### src/rtl/sram_bus_ctrl.sv
// Registered single-byte controller for an external 8-bit asynchronous SRAM.
// Define SRAM_BUS_TURNAROUND_EN to insert a TURN cycle before a write that follows a read.
module sram_bus_ctrl #(
   parameter int ADDR_W      = 19,
   parameter int WAIT_STATES = 1
) (
   input  logic              clk,
   input  logic              reset_n,
   input  logic              req,
   input  logic              we,
   input  logic [ADDR_W-1:0] addr,
   input  logic [7:0]        wdata,
   output logic [7:0]        rdata,
   output logic              ack,
   output logic              busy,
   output logic [ADDR_W-1:0] sram_a,
   output logic              sram_ce_n,
   output logic              sram_oe_n,
   output logic              sram_we_n,
   output logic              sram_d_oe,
   output logic [7:0]        sram_d_out,
   input  logic [7:0]        sram_d_in
);

`ifdef SRAM_BUS_TURNAROUND_EN
   typedef enum logic [2:0] {IDLE, RD_ACT, WR_SETUP, WR_PULSE, WR_HOLD, TURN} state_t;
`else
   typedef enum logic [2:0] {IDLE, RD_ACT, WR_SETUP, WR_PULSE, WR_HOLD} state_t;
`endif

   localparam logic [3:0] WAIT_LOAD = 4'(WAIT_STATES);

   state_t              state_reg, state_next;
   logic [3:0]          cnt_reg, cnt_next;
   logic [ADDR_W-1:0]   a_next;
   logic [7:0]          rdata_next, d_out_next;
   logic                ack_next, ce_n_next, oe_n_next, we_n_next, d_oe_next;
`ifdef SRAM_BUS_TURNAROUND_EN
   logic                last_rd_reg, last_rd_next;
`endif

   assign busy = (state_reg != IDLE);

   always_comb begin
      state_next = state_reg;
      cnt_next   = cnt_reg;
      a_next     = sram_a;
      rdata_next = rdata;
      d_out_next = sram_d_out;
      ack_next   = 1'b0;
`ifdef SRAM_BUS_TURNAROUND_EN
      last_rd_next = last_rd_reg;
`endif
      case (state_reg)
         IDLE: begin
            if (req) begin
               a_next   = addr;
               cnt_next = WAIT_LOAD;
               if (we) begin
                  // Pads stay disabled until WR_SETUP, so loading data early is harmless.
                  d_out_next = wdata;
`ifdef SRAM_BUS_TURNAROUND_EN
                  state_next = last_rd_reg ? TURN : WR_SETUP;
`else
                  state_next = WR_SETUP;
`endif
               end else begin
                  state_next = RD_ACT;
               end
            end
         end
         RD_ACT: begin
            if (cnt_reg == 4'd0) begin
               rdata_next = sram_d_in;
               ack_next   = 1'b1;
               state_next = IDLE;
`ifdef SRAM_BUS_TURNAROUND_EN
               last_rd_next = 1'b1;
`endif
            end else begin
               cnt_next = cnt_reg - 4'd1;
            end
         end
         WR_SETUP: begin
            cnt_next   = WAIT_LOAD;
            state_next = WR_PULSE;
         end
         WR_PULSE: begin
            if (cnt_reg == 4'd0) state_next = WR_HOLD;
            else                 cnt_next   = cnt_reg - 4'd1;
         end
         WR_HOLD: begin
            ack_next   = 1'b1;
            state_next = IDLE;
`ifdef SRAM_BUS_TURNAROUND_EN
            last_rd_next = 1'b0;
`endif
         end
`ifdef SRAM_BUS_TURNAROUND_EN
         TURN: state_next = WR_SETUP;
`endif
         default: state_next = IDLE;
      endcase

      // Pin strobes are decoded from the next state so they are registered with it.
      ce_n_next = !((state_next == RD_ACT) || (state_next == WR_SETUP) ||
                    (state_next == WR_PULSE) || (state_next == WR_HOLD));
      oe_n_next = (state_next != RD_ACT);
      we_n_next = (state_next != WR_PULSE);
      d_oe_next = (state_next == WR_SETUP) || (state_next == WR_PULSE) ||
                  (state_next == WR_HOLD);
   end

   always_ff @(posedge clk or negedge reset_n) begin
      if (!reset_n) begin
         state_reg  <= IDLE;
         cnt_reg    <= 4'd0;
         sram_a     <= '0;
         rdata      <= 8'd0;
         sram_d_out <= 8'd0;
         ack        <= 1'b0;
         sram_ce_n  <= 1'b1;
         sram_oe_n  <= 1'b1;
         sram_we_n  <= 1'b1;
         sram_d_oe  <= 1'b0;
`ifdef SRAM_BUS_TURNAROUND_EN
         last_rd_reg <= 1'b0;
`endif
      end else begin
         state_reg  <= state_next;
         cnt_reg    <= cnt_next;
         sram_a     <= a_next;
         rdata      <= rdata_next;
         sram_d_out <= d_out_next;
         ack        <= ack_next;
         sram_ce_n  <= ce_n_next;
         sram_oe_n  <= oe_n_next;
         sram_we_n  <= we_n_next;
         sram_d_oe  <= d_oe_next;
`ifdef SRAM_BUS_TURNAROUND_EN
         last_rd_reg <= last_rd_next;
`endif
      end
   end

endmodule
### config.mk
export PLATFORM = sky130hd
export DESIGN_NAME = sram_bus_ctrl
export DESIGN_NICKNAME = d
export VERILOG_FILES = /design/src/rtl/sram_bus_ctrl.sv
export SDC_FILE = /design/constraint.sdc
export NUM_CORES = 1
export LEC_CHECK = 0
export ABC_CLOCK_PERIOD_IN_PS = 2800
export BUFFER_PORTS_ARGS = -buffer_cell sky130_fd_sc_hd__buf_2
export CAP_MARGIN = 20
export CORE_MARGIN = 5
export CORE_UTILIZATION = 35
export CTS_CLUSTER_DIAMETER = 200
export DETAILED_ROUTE_END_ITERATION = 8
export PLACE_DENSITY_LB_ADDON = 0.1
export SLEW_MARGIN = 5
export SYNTH_ARGS = -nofsm -noshare
export SYNTH_HDL_FRONTEND = slang
export SYNTH_SLANG_ARGS = --single-unit
export TNS_END_PERCENT = 10
### constraint.sdc
create_clock -name clk -period 2.8 [get_ports clk]
set_input_delay 0.42 -clock clk [delete_from_list [all_inputs] [get_ports clk]]
set_output_delay 0.42 -clock clk [all_outputs]
set_load 0.005 [all_outputs]
Word-level counts from Yosys, hierarchy flattened
Cells that the tools add are included.

storage, ports and cells
  RAM bits = 0
  output and inout port bits = 41
  word-level logic and storage cells = 48
  bits in read-only memories = 0
  memories kept = 0
  latch bits = 0
  bits of input ports = 39
  register bits after elaboration = 47

operators by class
  shift operators = 0
  $lt $le $gt $ge = 0
  multiplexer cells = 10
  bitwise logic cells = 0
  $mul = 0
  $add $sub $neg = 1
  reduce and logical (&&, ||, !) cells = 15
  eq/ne operators = 12
  divide/modulo/power cells = 0

operators with widths
  cell                   number
  $eq A3 B2 Y1 const B   4
  $pmux W3 S4            1
  $pmux W4 S3            1
  $mux W3                3
  $mux W4                2
  $eq A3 B1 Y1 const B   2
  $eq A3 B3 Y1 const B   2
  $reduce_and A3 Y1      2
  $reduce_bool A3 Y1     2
  $logic_or A1 B1 Y1     5
  $logic_not A4 Y1       1
  $ne A2 B2 Y1 const B   2
  $reduce_and A2 Y1      2
  $sub A4 B1 Y4 const B  1
  $logic_not A3 Y1       1
  $ne A3 B1 Y1 const B   1
  $ne A3 B2 Y1 const B   1
  $mux W2                1
  $pmux W1 S2            1
  $reduce_or A2 Y1       1
  $logic_not A1 Y1       1
  $mux W1                1

Longest topological paths before layout
Gate-level depths: netlist of the first run.

  depth in word-level cells = 8
  depth in mapped cells = 6
  mapped depth without buffers = 5

Worst setup path after synthesis of the first run
Ideal clock, no wire load.

  kind = register -> register
  from = reg cnt_reg[0]
  to = reg rdata[0]
  buffers on the path = 1
  data arrival time = 1,777 ps
  cell stages (with the launch flop) = 7
  period minus slack after synthesis = 1,902 ps
  setup time = 125 ps
  required time = 2,675 ps
  setup slack = 898 ps
  cell sequence = dfrtp_1 -> inv_1 -> ha_1 -> or3b_1 -> or3_1 -> buf_6 -> mux2_4

on the way
  word-level cells in the longest chain between the ends = 2

ends and longest elaborated chain
  item                                RTL line  source
  start: declaration                  34        logic [3:0] cnt_reg, cnt_next;
  start signal: assignment            131       cnt_reg <= cnt_next;
  $logic_not A4 Y1                    73        if (cnt_reg == 4'd0) begin
  $reduce_and A2 Y1 (no source line)  -
  end signal: assignment              133       rdata <= rdata_next;
  end: declaration                    13        output logic [7:0] rdata,

Every way passes these cells.
A chain may end at the register's enable or synchronous reset.

Worst setup path in the final report of the first run
  from = reg cnt_reg[1]
  to = reg rdata[3]

Same word-level chain as after synthesis.

==> impl_metrics.yaml, run 1 <==
outcome:
  status: "finished clean"
synthesis:
  ys_ff_latch: 47
  yosys-top-cells-count: "dfrtp_1 (44), mux2_2 (28), mux2_4 (8)"
  yosysTopAreaCell: "dfrtp_1"
  synth.most_common_cell: "dfrtp_1"
  ys_seq_area_frac: 0.609
  syn_inst: 132
  synthesis.area_um2: 1940
  synth_area_per_cell_um2: 14.7
  synth_edf_count: 0
  synth_top_area_frac: 0.568
  synthArstFlopShare: 1.00
  yosys-top-cells-area: "dfrtp_1 (57%), mux2_2 (16%), mux2_4 (6.2%)"
  ys_dominant_reg_cell: "dfrtp_1"
  synth_fp_nets: 172
  ys_warn_count: 0
  yosysUniqueCellTypes: 34
timing:
  timing.setup.tns_ps: 0
  fin_skew_ps: 8.00
  setup_slack_ps: 619
  tightest_slew_ps: 489
  fmax_ghz: 0.458
  hold_violations: 0
  fin_crit_ps: 2180
  relSlewSlack: 0.674
  setup_viol: 0
  fin_crit_sh: 0.779
  whs_ps: 349
  rsz0062_at_grt: "no"
  drv_slew: 0
route:
  drt_iter0_drc: 35
  ant_nets: 0
  wl_um: 4210
  highest_layer: "met4"
  firstDrtPassIters: 4
  vias_per_cell: 4.68
  wire_per_inst_um: 14.6
  wl_met1_um: 1730
  via_count: 1352
  wl_met3_um: 291
  route.detailed.drc: 0
  dr_wl_met2_um: 2150
pwr:
  power.total_mw: 2.78
  pwr-share-comb: 0.404
  p_sw_frac: 0.315
  switching_power_mw: 0.874
  clock_power_share: 0.150
  p_per_area_nw_per_um2: 1100
  vdd_ir_drop_max_uv: 366
  seq_power_share: 0.446
  internal-power_mw: 1.90
  p_leak_nw: 1.25
layout:
  n_fill_cell: 517
  nNetsFinal: 256
  area_growth_pct: 30.5
  drive_above_1_share: 0.618
  largest_reg_flops: 19
  antenna_cells: 0
  utilization: 0.465
  top_register: "sram_a"
  finish.instance_area_um2: 2530
  top_regs: "sram_a: 19 flops, rdata: 8 flops, sram_d_out: 8 flops"
  layout.cells.non_filler: 289
placement:
  place_inst: 279
  place_congestion: 0.765
  place_area_um2: 2400
  port_buffers: 79
  post-place-ws_ps: 641
  hpwlAfterDp_um: 3180
critical_path:
  crit_chain: "inv_1 -> ha_1 -> or3b_1 -> or3_1 -> mux2_4"
  reg2regPathDepth: 5
  worstSetupPathDepth: 5
  worstPathArrival_ps: 2360
  end_kind: "flip-flop"
  rr_startpoint: "cnt_reg[1]$_DFFE_PN0P_"
  crit_path_top_delay_cell: "or3_1"
  critPathTopFamily: "simple AND/OR/NAND/NOR gates"
  rrSetupSlack_ps: 620
  r2r_end: "rdata[3]$_DFFE_PN0P_"
  cp-endpoint: "rdata[3]$_DFFE_PN0P_"
  path_class: "reg2reg"
  critPathLaunchType: "flip-flop"
  crit_buf_inv: 1
  critPathLaunch: "cnt_reg[1]$_DFFE_PN0P_"
  cp_max_fo: 8
  max_stage_delay_ps: 580
  worstPathRequired_ps: 2980
clock_tree:
  clk_pin_slew_ps: 80
  numCtsBuffers: 5
  clkSinkCount: 47
  cts_buffer_depth: 2
  htree_levels: 2
  cts-root-buf: "clkbuf_8"
  cts_tree: "yes"
  clock_latency_ps: 290
  postCtsSetupRepairBufs: 0
global_route:
  antenna_found_initial: 0
  gr-total-overflow: 0
  grt_pass1_wl_um: 6890
  grt_max_degree: 48
  grt_pass1_vias: 1429
  grt_use_total: 0.118
die:
  die_w_um: 84.4
  dieArea_um2: 7130
  io_pins: 80
  fp.dieH_um: 84.4
  start_util: 0.356
  core_um2: 5440
  rows: 27
job:
  maxCapViolations: 0
min_path:
  hp-class: "in2reg"
[layout make-up]
type,instances,area (µm²),share of cell area
flip-flops and latches,47,1180,0.466
clock buffers,7,86.3,0.0341
repair buffers,83,440,0.174
clock inverters,1,8.76,0.00346
well taps,72,90.1,0.0356
inverters,4,15.0,0.00593
multi-input cells,75,709,0.280
[worst min-delay path by stage]
stage,cells after the start,end,slack (ps),from
3_5_place_dp,1,rdata[6]$_DFFE_PN0P_,490,rdata[6]$_DFFE_PN0P_
3_3_place_gp,1,sram_d_out[6]$_DFFE_PN0P_,480,sram_d_out[6]$_DFFE_PN0P_
4_1_cts,1,sram_a[1]$_DFFE_PN0P_,340,reset_n
5_1_grt,2,sram_d_out[6]$_DFFE_PN0P_,330,wdata[6]
2_1_floorplan,0,ack$_DFF_PN0_,120,reset_n
6_report,2,sram_d_out[2]$_DFFE_PN0P_,350,wdata[2]
[routing by layer]
metal / GRT usage / vias to the layer above
li1: - / 634
met4: 0.0288 / 0
met5: 0 / -
met1: 0.140 / 662
met3: 0.0471 / 7
met2: 0.202 / 49
[power groups by stage]
| stage | sequential (mW) | combinational (mW) | clock, mW |
|---|---|---|---|
| after CTS | 1.24 | 1.14 | 0.436 |
| after global routing | 1.29 | 1.24 | 0.462 |
| final | 1.24 | 1.12 | 0.418 |
| after floorplan | 1.23 | 0.683 | 0 |
| after detailed placement | 1.25 | 1.14 | 0 |
| after global placement | 1.23 | 1.10 | 0 |
[worst register-to-register path, delay by kind of cell, from the launching register on]
| kind | cells | cell delay [ps] |
|---|---|---|
| flip-flops | 1 | 420 |
| buffers and inverters | 1 | 70 |
| multiplexers | 1 | 380 |
| AND/OR/NAND/NOR | 2 | 960 |
| adder cells (fa/ha/maj) | 1 | 250 |
[placed cells by master, fill, tap and decap left out, types with 3 or more instances in the layout]
cell	netlist	routed
buf_2	1	79
nor2_1	4	4
mux2_2	28	28
dfstp_2	3	3
dfrtp_1	44	44
nand2_1	3	3
or3_1	4	4
inv_1	4	4
mux2_4	8	8
clkbuf_8	0	6
o21ai_0	4	4
[cells by family (layout without fill, tap and decap cells)]
logic type,count (synthesis),count (layout),synth area share
multiplexers,36,36,0.225
AND/OR/NAND/NOR,28,28,0.0975
flip-flops,47,47,0.609
adder cells (fa/ha/maj),1,1,0.00645
buffers and inverters,10,95,0.0297
AO/OA/AOI/OAI,10,10,0.0329
[timing repair]
| item | in CTS | in global routing |
|---|---|---|
| gates resized for setup | 0 | 0 |
| hold buffers | 0 | 1 |
| hold endpoints to repair | 0 | 4 |
| setup endpoints to repair | 0 | 0 |
(Power assumes the default switching activity.)
==> run 2, diff against run 1 <==
--- a/config.mk
+++ b/config.mk
@@ -5,7 +5,7 @@
 export SDC_FILE = /design/constraint.sdc
 export NUM_CORES = 1
 export LEC_CHECK = 0
-export ABC_CLOCK_PERIOD_IN_PS = 2800
+export ABC_CLOCK_PERIOD_IN_PS = 2300
 export BUFFER_PORTS_ARGS = -buffer_cell sky130_fd_sc_hd__buf_2
 export CAP_MARGIN = 20
 export CORE_MARGIN = 5
==> constraint.sdc (replaced) <==
create_clock -name clk -period 2.3 [get_ports clk]
set_input_delay 0.345 -clock clk [delete_from_list [all_inputs] [get_ports clk]]
set_output_delay 0.345 -clock clk [all_outputs]
set_load 0.005 [all_outputs]
==> run 2 against run 1 <==
Routed wire length up 1.3%. Cell count is 0.35% higher. Count of clock-buffer cells in the layout down 1. Clock power is 16% higher. Flip-flop and latch count did not move. Utilization down 0.30 points. Via count increased by 1.1%. Sequential power rose by 19%. Total power grew 21%. Hold slack lost 220 ps. Clock skew hardly changed. Critical endpoint is now rdata[5]$_DFFE_PN0P_.
==> impl_metrics.yaml, run 2 (synthesis gave the netlist of run 1 again) <==
layout:
  top_regs: "sram_a: 19 flops, rdata: 8 flops, sram_d_out: 8 flops"
  layout_commonest_cell: "buf_2"
  top_register: "sram_a"
  largest_reg_flops: 19
  area_growth_pct: 29.7
  drive_above_1_share: 0.624
  antenna_cells: 0
  nNetsFinal: 257
  final_cell_mix: "buf_2 (79), dfrtp_1 (44), mux2_2 (28)"
  finish.instance_area_um2: 2510
  layout.cells.non_filler: 290
  utilization: 0.462
timing:
  relSlewSlack: 0.462
  hold_violations: 0
  fmax_ghz: 0.465
  setup_viol: 0
  fin_crit_sh: 0.935
  timing.setup.tns_ps: 0
  whs_ps: 131
  rsz0062_at_grt: "no"
  fin_skew_ps: 8.36
  tightest_slew_ps: 807
  fin_crit_ps: 2150
  setup_slack_ps: 150
  drv_slew: 0
critical_path:
  r2r_end: "rdata[5]$_DFFE_PN0P_"
  path_class: "reg2reg"
  critPathLaunchType: "flip-flop"
  cp_max_fo: 8
  reg2regPathDepth: 5
  rr_startpoint: "cnt_reg[1]$_DFFE_PN0P_"
  worstPathRequired_ps: 2480
  end_kind: "flip-flop"
  rrSetupSlack_ps: 150
  worstPathArrival_ps: 2330
die:
  io_pins: 80
  fp.dieH_um: 84.4
  core_um2: 5440
  dieArea_um2: 7130
  die_w_um: 84.4
  start_util: 0.356
  rows: 27
global_route:
  gr-total-overflow: 0
  grt_use_total: 0.126
  grt_pass1_vias: 1436
  antenna_found_initial: 0
  grt_pass1_wl_um: 7220
  grt_max_degree: 39
clock_tree:
  clkSinkCount: 47
  cts_buffer_depth: 2
  holdBufCountCts: 0
  cts_tree: "yes"
  numCtsBuffers: 5
  ctsResizeCount: 0
  htree_levels: 2
  clock_latency_ps: 300
  cts-root-buf: "clkbuf_8"
  postCtsSetupRepairBufs: 0
  clk_pin_slew_ps: 90
min_path:
  hp-class: "in2async"
placement:
  place_inst: 282
  place_area_um2: 2430
  port_buffers: 79
  place_congestion: 0.749
  post-place-ws_ps: 160
  hpwlAfterDp_um: 3250
route:
  vias_per_cell: 4.71
  ant_nets: 0
  route.detailed.drc: 0
  wire_per_inst_um: 14.7
  via_count: 1367
  drt_iter0_drc: 23
  wl_um: 4260
  firstDrtPassIters: 4
outcome:
  status: "finished clean"
pwr:
  vdd_ir_drop_max_uv: 601
  power.total_mw: 3.36
  p_per_area_nw_per_um2: 1340
  p_leak_nw: 1.25
job:
  maxCapViolations: 0
-- run 2: cell count changes in the layout (fill, tap and decap cells not counted), sizes merged --
cell,delta
buf,+2
clkbuf,-1
clkinv,+1
dlygate4sd3,-1
-- run 2: report_power, final --
part	switching (mW)	internal (mW)	leakage, nW
clock	0.269	0.215	0.0452
sequential	0.223	1.25	0.560
combinational	0.576	0.829	0.643
total	1.07	2.29	1.25
-- run 2: critical path, cell delays in order, from the launching register on --
cell and delay [ps]:
dfrtp_1 410, inv_1 60, ha_1 230, or3b_1 380, or3_1 580, mux2_4 380
-- run 2: cell type report --
cell class,count,area (µm²)
clock inverters,2,13.8
flip-flops and latches,47,1180
multi-input cells,75,709
inverters,4,15.0
well taps,72,90.1
fillers,514,2930
repair buffers,84,433
clock buffers,6,72.6
-- run 2: metal layers --
layer	GRT usage	share of wire	up-vias
li1	-	-	635
met1	0.163	0.42	683
met2	0.202	0.50	43
met3	0.0422	0.066	6
met4	0.0388	0.013	0
met5	0	0	-
-- run 2: how the worst max path moves through the flow --
| stage | start | cells past startpoint | endpoint |
|---|---|---|---|
| 6_report | cnt_reg[1]$_DFFE_PN0P_ | 5 | rdata[5]$_DFFE_PN0P_ |
| 5_1_grt | cnt_reg[0]$_DFFE_PN0P_ | 5 | rdata[5]$_DFFE_PN0P_ |
| 4_1_cts | cnt_reg[1]$_DFFE_PN0P_ | 5 | rdata[3]$_DFFE_PN0P_ |
| 3_5_place_dp | cnt_reg[1]$_DFFE_PN0P_ | 5 | rdata[4]$_DFFE_PN0P_ |
| 3_3_place_gp | cnt_reg[0]$_DFFE_PN0P_ | 5 | rdata[0]$_DFFE_PN0P_ |
| 2_1_floorplan | cnt_reg[0]$_DFFE_PN0P_ | 6 | rdata[0]$_DFFE_PN0P_ |
